===== config.mk =====
export PLATFORM = sky130hd
export DESIGN_NAME = i2c_slave_regport
export DESIGN_NICKNAME = d
export VERILOG_FILES = /design/src/rtl/i2c_slave_regport.sv
export SDC_FILE = /design/constraint.sdc
export NUM_CORES = 1
export LEC_CHECK = 0
export CAP_MARGIN = 20
export CORE_MARGIN = 2
export CORE_UTILIZATION = 40
export CTS_CLUSTER_DIAMETER = 200
export DETAILED_ROUTE_END_ITERATION = 12
export PLACE_DENSITY_LB_ADDON = 0.15
export SLEW_MARGIN = 10
export SYNTH_ARGS = -nofsm -noshare
export SYNTH_HDL_FRONTEND = slang
export SYNTH_SLANG_ARGS = --single-unit

===== constraint.sdc =====
create_clock -name clk -period 3.2 [get_ports clk]
set_input_delay 0.48 -clock clk [delete_from_list [all_inputs] [get_ports clk]]
set_output_delay 0.48 -clock clk [all_outputs]
set_load 0.01 [all_outputs]

===== src/rtl/i2c_slave_regport.sv =====
// I2C target: decodes [slave addr][reg addr][data...] writes into a byte-wide register
// write port and serves repeated-START reads from an external register array.
module i2c_slave_regport #(
  parameter logic [6:0] SLAVE_ADDR    = 7'h39,
  parameter int         FILTER_CYCLES = 3
) (
  input  logic       clk,
  input  logic       reset_n,
  input  logic       scl_in,
  input  logic       sda_in,
  output logic       sda_oe,
  output logic [7:0] reg_addr,
  output logic [7:0] reg_wdata,
  output logic       reg_wr_en,
  input  logic [7:0] reg_rdata,
  output logic       reg_rd_strobe,
  output logic       busy
);
  localparam int CW = (FILTER_CYCLES > 1) ? $clog2(FILTER_CYCLES) : 1;

  typedef enum logic [3:0] {
    IDLE, ADDR, ADDR_ACK, REG, REG_ACK, WDATA, WDATA_ACK, RDATA, RDATA_ACK, WAIT_STOP
  } state_t;

  // Index 0 carries SCL, index 1 carries SDA through sync, filter and edge history.
  logic [1:0]    raw, s1_q, s2_q, f_q, fd_q;
  logic [CW-1:0] cnt_q [2];

  assign raw = {sda_in, scl_in};

  always_ff @(posedge clk) begin
    if (!reset_n) begin
      s1_q <= '1;
      s2_q <= '1;
      f_q  <= '1;
      fd_q <= '1;
      for (int i = 0; i < 2; i++) cnt_q[i] <= '0;
    end else begin
      s1_q <= raw;
      s2_q <= s1_q;
      fd_q <= f_q;
      for (int i = 0; i < 2; i++) begin
        if (s2_q[i] == f_q[i]) begin
          cnt_q[i] <= '0;
        end else if (cnt_q[i] == CW'(FILTER_CYCLES - 1)) begin
          f_q[i]   <= s2_q[i];
          cnt_q[i] <= '0;
        end else begin
          cnt_q[i] <= cnt_q[i] + 1'b1;
        end
      end
    end
  end

  logic scl_f, sda_f, scl_rise, scl_fall, start_c, stop_c;
  assign scl_f    = f_q[0];
  assign sda_f    = f_q[1];
  assign scl_rise = scl_f & ~fd_q[0];
  assign scl_fall = ~scl_f & fd_q[0];
  // Bus conditions only count while SCL has been high for both samples.
  assign start_c  = scl_f & fd_q[0] & fd_q[1] & ~sda_f;
  assign stop_c   = scl_f & fd_q[0] & ~fd_q[1] & sda_f;

  state_t     state_q, state_d;
  logic [2:0] bit_cnt_q, bit_cnt_d;
  logic [7:0] shift_q, shift_d, reg_addr_q, reg_addr_d, reg_wdata_q, reg_wdata_d;
  logic       rw_q, rw_d, ack_q, ack_d, sda_oe_q, sda_oe_d;
  logic       wr_en_q, wr_en_d, rd_stb_q, rd_stb_d;
  logic       load_rd;
  logic [7:0] byte_in;

  assign byte_in = {shift_q[6:0], sda_f};

  always_ff @(posedge clk) begin
    if (!reset_n) begin
      state_q     <= IDLE;
      bit_cnt_q   <= '0;
      shift_q     <= '0;
      rw_q        <= 1'b0;
      ack_q       <= 1'b0;
      sda_oe_q    <= 1'b0;
      reg_addr_q  <= '0;
      reg_wdata_q <= '0;
      wr_en_q     <= 1'b0;
      rd_stb_q    <= 1'b0;
    end else begin
      state_q     <= state_d;
      bit_cnt_q   <= bit_cnt_d;
      shift_q     <= shift_d;
      rw_q        <= rw_d;
      ack_q       <= ack_d;
      sda_oe_q    <= sda_oe_d;
      reg_addr_q  <= reg_addr_d;
      reg_wdata_q <= reg_wdata_d;
      wr_en_q     <= wr_en_d;
      rd_stb_q    <= rd_stb_d;
    end
  end

  always_comb begin
    state_d     = state_q;
    bit_cnt_d   = bit_cnt_q;
    shift_d     = shift_q;
    rw_d        = rw_q;
    ack_d       = ack_q;
    sda_oe_d    = sda_oe_q;
    reg_addr_d  = reg_addr_q;
    reg_wdata_d = reg_wdata_q;
    wr_en_d     = 1'b0;
    rd_stb_d    = 1'b0;
    load_rd     = 1'b0;
    if (stop_c) begin
      state_d  = IDLE;
      sda_oe_d = 1'b0;
    end else if (start_c) begin
      state_d   = ADDR;
      bit_cnt_d = '0;
      sda_oe_d  = 1'b0;
    end else begin
      unique case (state_q)
        ADDR, REG, WDATA: begin
          if (scl_rise) begin
            shift_d   = byte_in;
            bit_cnt_d = bit_cnt_q + 3'd1;
            if (bit_cnt_q == 3'd7) begin
              if (state_q == ADDR) begin
                rw_d    = sda_f;
                state_d = (shift_q[6:0] == SLAVE_ADDR) ? ADDR_ACK : WAIT_STOP;
              end else if (state_q == REG) begin
                reg_addr_d = byte_in;
                state_d    = REG_ACK;
              end else begin
                reg_wdata_d = byte_in;
                wr_en_d     = 1'b1;
                state_d     = WDATA_ACK;
              end
            end
          end
        end
        // First fall (end of bit 8) pulls SDA, second fall (end of ACK) releases it.
        ADDR_ACK, REG_ACK, WDATA_ACK: begin
          if (scl_fall) begin
            if (!sda_oe_q) begin
              sda_oe_d = 1'b1;
            end else begin
              sda_oe_d = 1'b0;
              if (state_q == ADDR_ACK && rw_q) begin
                load_rd = 1'b1;
              end else if (state_q == ADDR_ACK) begin
                state_d = REG;
              end else begin
                state_d = WDATA;
                if (state_q == WDATA_ACK) reg_addr_d = reg_addr_q + 8'd1;
              end
            end
          end
        end
        RDATA: begin
          if (scl_fall) begin
            bit_cnt_d = bit_cnt_q + 3'd1;
            if (bit_cnt_q == 3'd7) begin
              sda_oe_d = 1'b0;
              ack_d    = 1'b0;
              state_d  = RDATA_ACK;
            end else begin
              shift_d  = {shift_q[6:0], 1'b0};
              sda_oe_d = ~shift_q[6];
            end
          end
        end
        // Pointer advances at the ACK rise so reg_rdata is valid by the reload fall.
        RDATA_ACK: begin
          if (scl_rise) begin
            if (sda_f) begin
              state_d = WAIT_STOP;
            end else begin
              ack_d      = 1'b1;
              reg_addr_d = reg_addr_q + 8'd1;
            end
          end else if (scl_fall && ack_q) begin
            ack_d   = 1'b0;
            load_rd = 1'b1;
          end
        end
        default: ;
      endcase
      if (load_rd) begin
        shift_d   = reg_rdata;
        rd_stb_d  = 1'b1;
        sda_oe_d  = ~reg_rdata[7];
        bit_cnt_d = '0;
        state_d   = RDATA;
      end
    end
  end

  always_comb begin
    busy          = (state_q != IDLE);
    sda_oe        = sda_oe_q;
    reg_addr      = reg_addr_q;
    reg_wdata     = reg_wdata_q;
    reg_wr_en     = wr_en_q;
    reg_rd_strobe = rd_stb_q;
  end
endmodule


# After elaboration in Yosys (flattened, before gate mapping)
# Memory sizes are Yosys's and may differ from the RTL's.
# Index checks and enable logic that the tools add are counted.
# op_classes
eq_ne	49
n_reduce_logical	29
addsub	4
n_mux	89
bitwise	29
# op_table
op	count
8-bit two-way mux	11
4-bit two-way mux	11
1-bit two-way mux	43
3-bit inequality test (second input constant)	12
4-bit inequality test (second input constant)	9
10-bit AND reduction	3
7-bit two-way mux	4
2-bit inequality test (second input constant)	14
8-bit case mux with 3 select lines	1
3-bit two-way mux	6
4-bit by 3-bit == test with 1-bit output (second input constant)	4
1-bit inverter	16
4-bit case mux with 4 select lines	1
2-bit two-way mux	7
7-bit case mux with 2 select lines	1
14-bit AND reduction	1
7-bit AND reduction	2
6-bit AND reduction	2
4-bit nonzero test	3
3-bit nonzero test	3
3-bit OR reduction	3
8-bit by 1-bit adder with 8-bit output (second input constant)	1
4-bit by 2-bit == test with 1-bit output (second input constant)	2
1-bit AND	7
other kinds (21)	33
# word_totals
memories	1
register_bits	43
out_inout_bits	20
mem_bits_rw	4
in_bits	12
# mem_list
memory	depth	word_bits	read_ports	rd_clocked_by_memory_dff	write_ports	line_no	rtl
cnt_q	2	2	2	0	2	27	logic [CW-1:0] cnt_q [2];

# Logic depth before layout (Yosys ltp)
# Gate-level depths: netlist of run 1.
# logic_depth
word_depth	10
depth_mapped	8
mapped_depth_nobuf	7

# Least setup slack after synthesis of run 1
# OpenSTA, ideal clock, no wires.
# synth_timing
path_kind	register to register
start	register bit_cnt_q[0]
end	register reg_addr_q[7], in the netlist reg_addr[7]
path_slack_ps	1384
stages_incl_launch_ff	9
t_arrival_ps	1691
required_time_ps	3075
path_cell_list	dfxtp_1 -> ha_1 -> ha_1 -> nand3b_1 -> a32oi_1 -> o2111ai_2 -> buf_6 -> o211ai_1 -> o31ai_1
# synth_between
elab_chain_cells	3
# synth_lines
item	line_no	rtl
start, declared	65	logic [2:0] bit_cnt_q, bit_cnt_d;
start signal, assigned	88	bit_cnt_q <= bit_cnt_d;
3-bit == test	125	if (bit_cnt_q == 3'd7) begin
2-bit inequality test (no line)	-	
14-bit AND reduction (no line)	-	
end signal, assigned	93	reg_addr_q <= reg_addr_d;
end, declared	66	logic [7:0] shift_q, shift_d, reg_addr_q, reg_addr_d, reg_wdata_q, reg_wdata_d;
# Every way passes these cells.
# A chain may end at the register's enable or synchronous reset.

# Final worst setup path of run 1
# layout_timing
start	register state_q[3]
end	register state_q[0]
# layout_between
elab_chain_cells	10
# layout_lines
item	line_no	rtl
start, declared	64	state_t state_q, state_d;
start signal, assigned	87	state_q <= state_d;
4-bit by 2-bit == test with 1-bit output	120, 147	
1-bit logical AND	147	if (state_q == ADDR_ACK && rw_q) begin
1-bit two-way mux	147	
1-bit two-way mux	143	if (!sda_oe_q) begin
1-bit two-way mux	142	if (scl_fall) begin
1-bit case mux with 2 select lines	120	unique case (state_q)
1-bit two-way mux	115	end else if (start_c) begin
1-bit two-way mux	112	if (stop_c) begin
4-bit inequality test (no line) (tied with other cells)	-	
10-bit AND reduction (no line) or 1-bit two-way mux (tied branches)	-	
# Several ways; a longest one is shown, not always the timed one. The select of a mux whose other input is x is not followed.

==> results.cfg, run 1 <==
[logic_synthesis]
synthCells = 299
synth-main-ff-cell = dfxtp_1
syn_area_per_cell_sq_um = 8.61
ys_ff_latch = 47
synth_compound_area_share_pct = 19.0
synth_top_area_share_pct = 33.4
synth_edf_count = 4
synth_fa_ha_area_share_pct = 2.43
synthSimpleGateAreaFrac_pct = 28.2
ys_top_cells_by_area = dfxtp_1 (33%), nand3_1 (5.2%), nand2_1 (5.0%)
synth_common_cells = dfxtp_1 (43), nand2_1 (34), nor2_1 (28), nand3_1 (27), a21oi_1 (19)
yosysSeqAreaShare_pct = 38.1
async_reset_ff_share_pct = 0
yosys_warnings = 0
syn-cell-area_sq_um = 2570
synth_top_family_by_area = simple AND/OR/NAND/NOR gates
synth_xor_area_share_pct = 1.70
synth_mux_area_share_pct = 5.10
synth.most_common_cell = dfxtp_1
synth_cell_types = 61
synth_area_leader_cell = dfxtp_1

[detailed_routing]
drc = 0
vias_per_cell = 5.61
routed_wl_microns = 6190
drt_iter0_markers = 227
via_count = 2256
wl_per_cell_microns = 15.4
ant_nets = 0
drt_pre_antenna_iters = 4

[setup_path]
worstPathMaxFanout = 18
crit_start = state_q[3]
critPathKind = reg2reg
arrival_ns = 2.57
cp-start-kind = flop
critPathCaptureType = flop
rr_startpoint = state_q[3]
crit_required_ns = 3.39

[floorplan]
core_area_sq_um = 6280
dieArea_sq_um = 7100
die_h_microns = 84.2
initial_core_util_pct = 41.0
num_rows = 29
dieWidth_microns = 84.2
io_pins = 32

[timing]
post-route-period-util_pct = 74.5
relSlewSlack_pct = 52.6
hold_slack_ns = 0.414
rsz0062_at_grt = no
finalHoldViolations = 0
slew_viol_final = 0
fmax_ghz = 0.419
finClkSkew_ns = 0.0122
fin_tns_setup_ns = 0
layout_min_cycle_time_ns = 2.38
setup_viol = 0
tightest_slew_ns = 0.710

[cts]
h-tree-depth = 2
hold_buffers = 0
cts_setup_buffers = 0
cts_tree = done
clk_latency_ns = 0.29
path_clk_slew_ns = 0.09
cts.repair.resized = 0
cts_made_buffers = 5
root_buffer = clkbuf_8
clockBufferDepth = 2
cts_sinks = 47

[pwr]
powerDensity_nw_per_um2 = 573
ir_drop_uv = 351
leakage_nw = 1.10

[grt]
grt.busiest_layer = met2
grt_use_met2_pct = 27.1
grt.overflow.total = 0
antenna_found_initial = 0
use_met1_pct = 26.5
grt_max_degree = 25
grt_util_all_layers_pct = 18.1
grt_first_pass_wirelength_microns = 10500
grtUsageMet3_pct = 3.34
first_global_vias = 2099

[finish]
area_growth_pct = 16.9
drive_above_1_share_pct = 6.46
final_nets = 341
insertedDiodeCount = 0

[placement]
routabilityCongestion = 0.881
io_buffers = 31
dp_hpwl_microns = 4280

[hold_path]
min_from = s1_q[0]
hp-class = reg2reg

[flow_run]
drv_cap = 0

[outcome]
outcome = complete, no violations
==> power by group <==
| part | total [W] | switching, W | internal (W) |
|---|---|---|---|
| Sequential | 0.000720 | 0.0000987 | 0.000621 |
| Combinational | 0.000580 | 0.000328 | 0.000252 |
| Clock | 0.000424 | 0.000190 | 0.000234 |
==> placed cells by master, fill, tap and decap left out, types with 3 or more instances in the layout <==
cell | synthesis | layout
inv_1 | 5 | 5
mux2i_1 | 12 | 12
conb_1 | 1 | 4
a21oi_1 | 19 | 19
nor2_1 | 28 | 28
nor4_1 | 3 | 3
clkdlybuf4s50_1 | 0 | 31
nor2b_1 | 3 | 3
edfxtp_1 | 4 | 4
o21ai_0 | 5 | 5
nand2_1 | 34 | 34
dfxtp_1 | 43 | 43
buf_4 | 2 | 3
clkbuf_8 | 0 | 5
a41oi_1 | 7 | 7
nand3_1 | 27 | 27
nand4_1 | 3 | 3
o32ai_1 | 4 | 4
or3_1 | 4 | 4
nand3b_1 | 3 | 3
xnor2_1 | 4 | 4
a21o_1 | 3 | 3
a31oi_1 | 5 | 5
ha_1 | 5 | 5
nor3_1 | 6 | 6
nand2b_1 | 8 | 8
o31ai_1 | 3 | 3
==> layout make-up <==
cell class / instances / area (sq um)
inverter: 6 / 22.5
tap: 77 / 96.3
multi-input combinational: 230 / 1470
sequential: 47 / 981
timing repair buffer: 34 / 333
fill: 640 / 3270
clock buffer: 7 / 76.3
clock inverter: 1 / 30.0
==> registers in the layout (all words and copies together), names as in the netlist, 2 cells and up <==
name	cells
reg_addr	8
cnt_q	4
fd_q	2
shift_q	7
s1_q	2
reg_wdata	8
bit_cnt_q	3
f_q	2
state_q	4
s2_q	2
==> cell families (layout without fill, tap and decap cells) <==
logic type	after synthesis	count (layout)
AND/OR/NAND/NOR	136	136
AO/OA/AOI/OAI	67	67
flip-flops	47	47
other	1	4
buffers and inverters	25	48
multiplexers	13	13
XOR/XNOR	5	5
adder cells (fa/ha/maj)	5	5
==> metal layers <==
| metal | wire, microns | part of all wire [%] |
|---|---|---|
| met1 | 2970 | 48 |
| met2 | 2770 | 45 |
| met3 | 376 | 6.1 |
| met4 | 78 | 1.3 |
| met5 | 0 | 0 |
==> path summary, 6_finish.rpt <==
path | end | slack, ns | cells past startpoint
worst max-delay path | state_q[0] | 0.82 | 5
worst min-delay path | s2_q[0] | 0.41 | 1
worst max register to register | state_q[0] | 0.82 | 5
worst min register to register | s2_q[0] | 0.41 | 1
==> critical path: stages (launching register included) <==
cell and delay [ns]:
dfxtp_1 0.74, nor4b_4 0.48, nand2_1 0.18, a21o_1 0.35, and2_1 0.26, a311oi_1 0.27
==> through the flow <==
step	util (%)	area, sq um	total power (W)	cells	setup slack, ns
after global placement	46.2	2900	0.00131	394	0.841
after floorplan	-	2590	0.00119	302	1.38
after detailed placement	46.2	2900	0.00131	394	0.874
after global routing	47.9	3010	0.00184	402	0.672
after CTS	47.9	3010	0.00173	402	0.853
final	47.9	3010	0.00172	402	0.816
No activity file was read; power rests on OpenSTA's default activity.
==> run 2, diff against run 1 <==
==> constraint.sdc (replaced) <==
create_clock -name clk -period 1.9 [get_ports clk]
set_input_delay 0.285 -clock clk [delete_from_list [all_inputs] [get_ports clk]]
set_output_delay 0.285 -clock clk [all_outputs]
set_load 0.01 [all_outputs]
==> run 2 against run 1 <==
  * Worst setup slack worse by 0.75 ns
  * Utilization is 5.8 points higher
  * First-iteration DRC count grew 8.8%
  * Largest cell class unchanged
==> results.cfg, run 2 (synthesis gave the netlist of run 1 again) <==
[outcome]
outcome = complete, no violations

[timing]
hold_slack_ns = 0.414
fin_tns_setup_ns = 0
layout_min_cycle_time_ns = 1.83
fmax_ghz = 0.546
post-route-worst-setup-slack_ns = 0.0686
slew_viol_final = 0
setup_viol = 0
finClkSkew_ns = 0.00745
rsz0062_at_grt = yes
post-route-period-util_pct = 96.4
finalHoldViolations = 0

[setup_path]
r2r_setup_slack_ns = 0.07
crit_required_ns = 2.10
reg2reg_depth = 6
worstPathMaxFanout = 9
rr_startpoint = state_q[1]
critPathKind = reg2reg
max_stage_delay_ns = 0.40
arrival_ns = 2.03
cp_cell_sequence = buf_4 > nor4b_4 > nand2_2 > a21o_1 > and2_1 > a311oi_1
r2r-end = state_q[0]
critPathCapture = state_q[0]
critPathCaptureType = flop
cp-start-kind = flop
crit_start = state_q[1]
worst_path_max_delay_cell = nor4b_4

[cts]
path_clk_slew_ns = 0.08
clockBufferDepth = 2
h-tree-depth = 2
cts_tree = done
cts_sinks = 47
cts_made_buffers = 5
clk_latency_ns = 0.30
root_buffer = clkbuf_8

[detailed_routing]
wl_per_cell_microns = 14.9
via_count = 2401
drt_pre_antenna_iters = 4
drc = 0
routed_wl_microns = 6540
vias_per_cell = 5.47
ant_nets = 0
drt_iter0_markers = 247

[finish]
fillers = 571
area_growth_pct = 31.1
insertedDiodeCount = 0
fin_area_sq_um = 3380
final_nets = 378
drive_above_1_share_pct = 19.9
layout_commonest_cell = dfxtp_1
layout_common_cells = dfxtp_1 (39), buf_4 (35), nand2_1 (33)

[placement]
io_buffers = 31
dp_hpwl_microns = 4720
routabilityCongestion = 0.927
dpl_cell_area_sq_um = 3200
pre_cts_slack_ns = 0.0409

[grt]
grtUsageMet3_pct = 4.52
first_global_vias = 2251
use_met1_pct = 26.7
grt_util_all_layers_pct = 18.6
grt_max_degree = 23
grt.overflow.total = 0
grt_use_met2_pct = 28.4
antenna_found_initial = 0
grt.busiest_layer = met2
grt_first_pass_wirelength_microns = 10700

[pwr]
p_clk_share_pct = 22.3
ir_drop_uv = 489
power.share.sequential_pct = 35.2
fin_total_pwr_w = 0.00323
switching_share_pct = 34.6
powerDensity_nw_per_um2 = 956
p_comb_share_pct = 42.6
leakage_nw = 1.31
cellInternalPower_w = 0.00211
power.switching_w = 0.00112

[hold_path]
hold_path_depth = 1
hp-class = reg2reg

[flow_run]
drv_cap = 0

[floorplan]
io_pins = 32
core_area_sq_um = 6280
dieArea_sq_um = 7100
num_rows = 29
dieWidth_microns = 84.2
die_h_microns = 84.2
initial_core_util_pct = 41.0
[run 2: layer usage]
layer  vias up  share of wire, %
met5         -                 0
met1      1101                48
li1       1210                 -
met4         0               1.6
met2        79                45
met3        11               5.9
[run 2: how the worst min path moves through the flow]
stage / from / slack [ns] / end
2_1_floorplan: reset_n / 0.36 / s1_q[0]
3_3_place_gp: s1_q[0] / 0.39 / s2_q[0]
3_5_place_dp: s1_q[0] / 0.40 / s2_q[0]
4_1_cts: s1_q[0] / 0.42 / s2_q[0]
5_1_grt: s1_q[0] / 0.43 / s2_q[0]
6_report: s1_q[0] / 0.41 / s2_q[0]
[run 2: timing repair]
action                                  CTS  global route
endpoints found under the setup margin    1            12
buffers inserted                          0             2
hold buffers                              0             0
cloned                                    0             1
pin swaps                                 0             5
resized for setup                         3            17
endpoints found under the hold margin     0             0
[run 2: layout make-up]
type / instances / area [sq um] / area share (%)
clock inverters: 1 / 30.0 / 0.890
inverters: 6 / 22.5 / 0.667
well taps: 77 / 96.3 / 2.85
clock buffers: 7 / 76.3 / 2.26
flip-flops and latches: 47 / 988 / 29.3
multi-input cells: 230 / 1510 / 44.7
repair buffers: 71 / 652 / 19.3
[run 2: worst max-delay path: cells and delay by family, from the launching register on]
family / cells / cell delay (ns)
AND/OR/NAND/NOR: 3 / 0.74
AO/OA/AOI/OAI: 2 / 0.47
flip-flops: 1 / 0.37
buffers and inverters: 1 / 0.16
[run 2: power groups by stage]
stage	clock, W	combinational (W)	sequential, W
floorplan	0	0.000879	0.00112
global placement	0	0.00130	0.00115
detailed placement	0	0.00130	0.00115
CTS	0.000745	0.00130	0.00113
global route	0.000779	0.00149	0.00115
finish	0.000718	0.00137	0.00113
[run 2: per-stage QoR]
step	utilization [%]	std cells
final	53.8	439
after global routing	53.8	439
after CTS	52.7	436
after detailed placement	50.9	428
after global placement	50.9	428
after floorplan	-	302
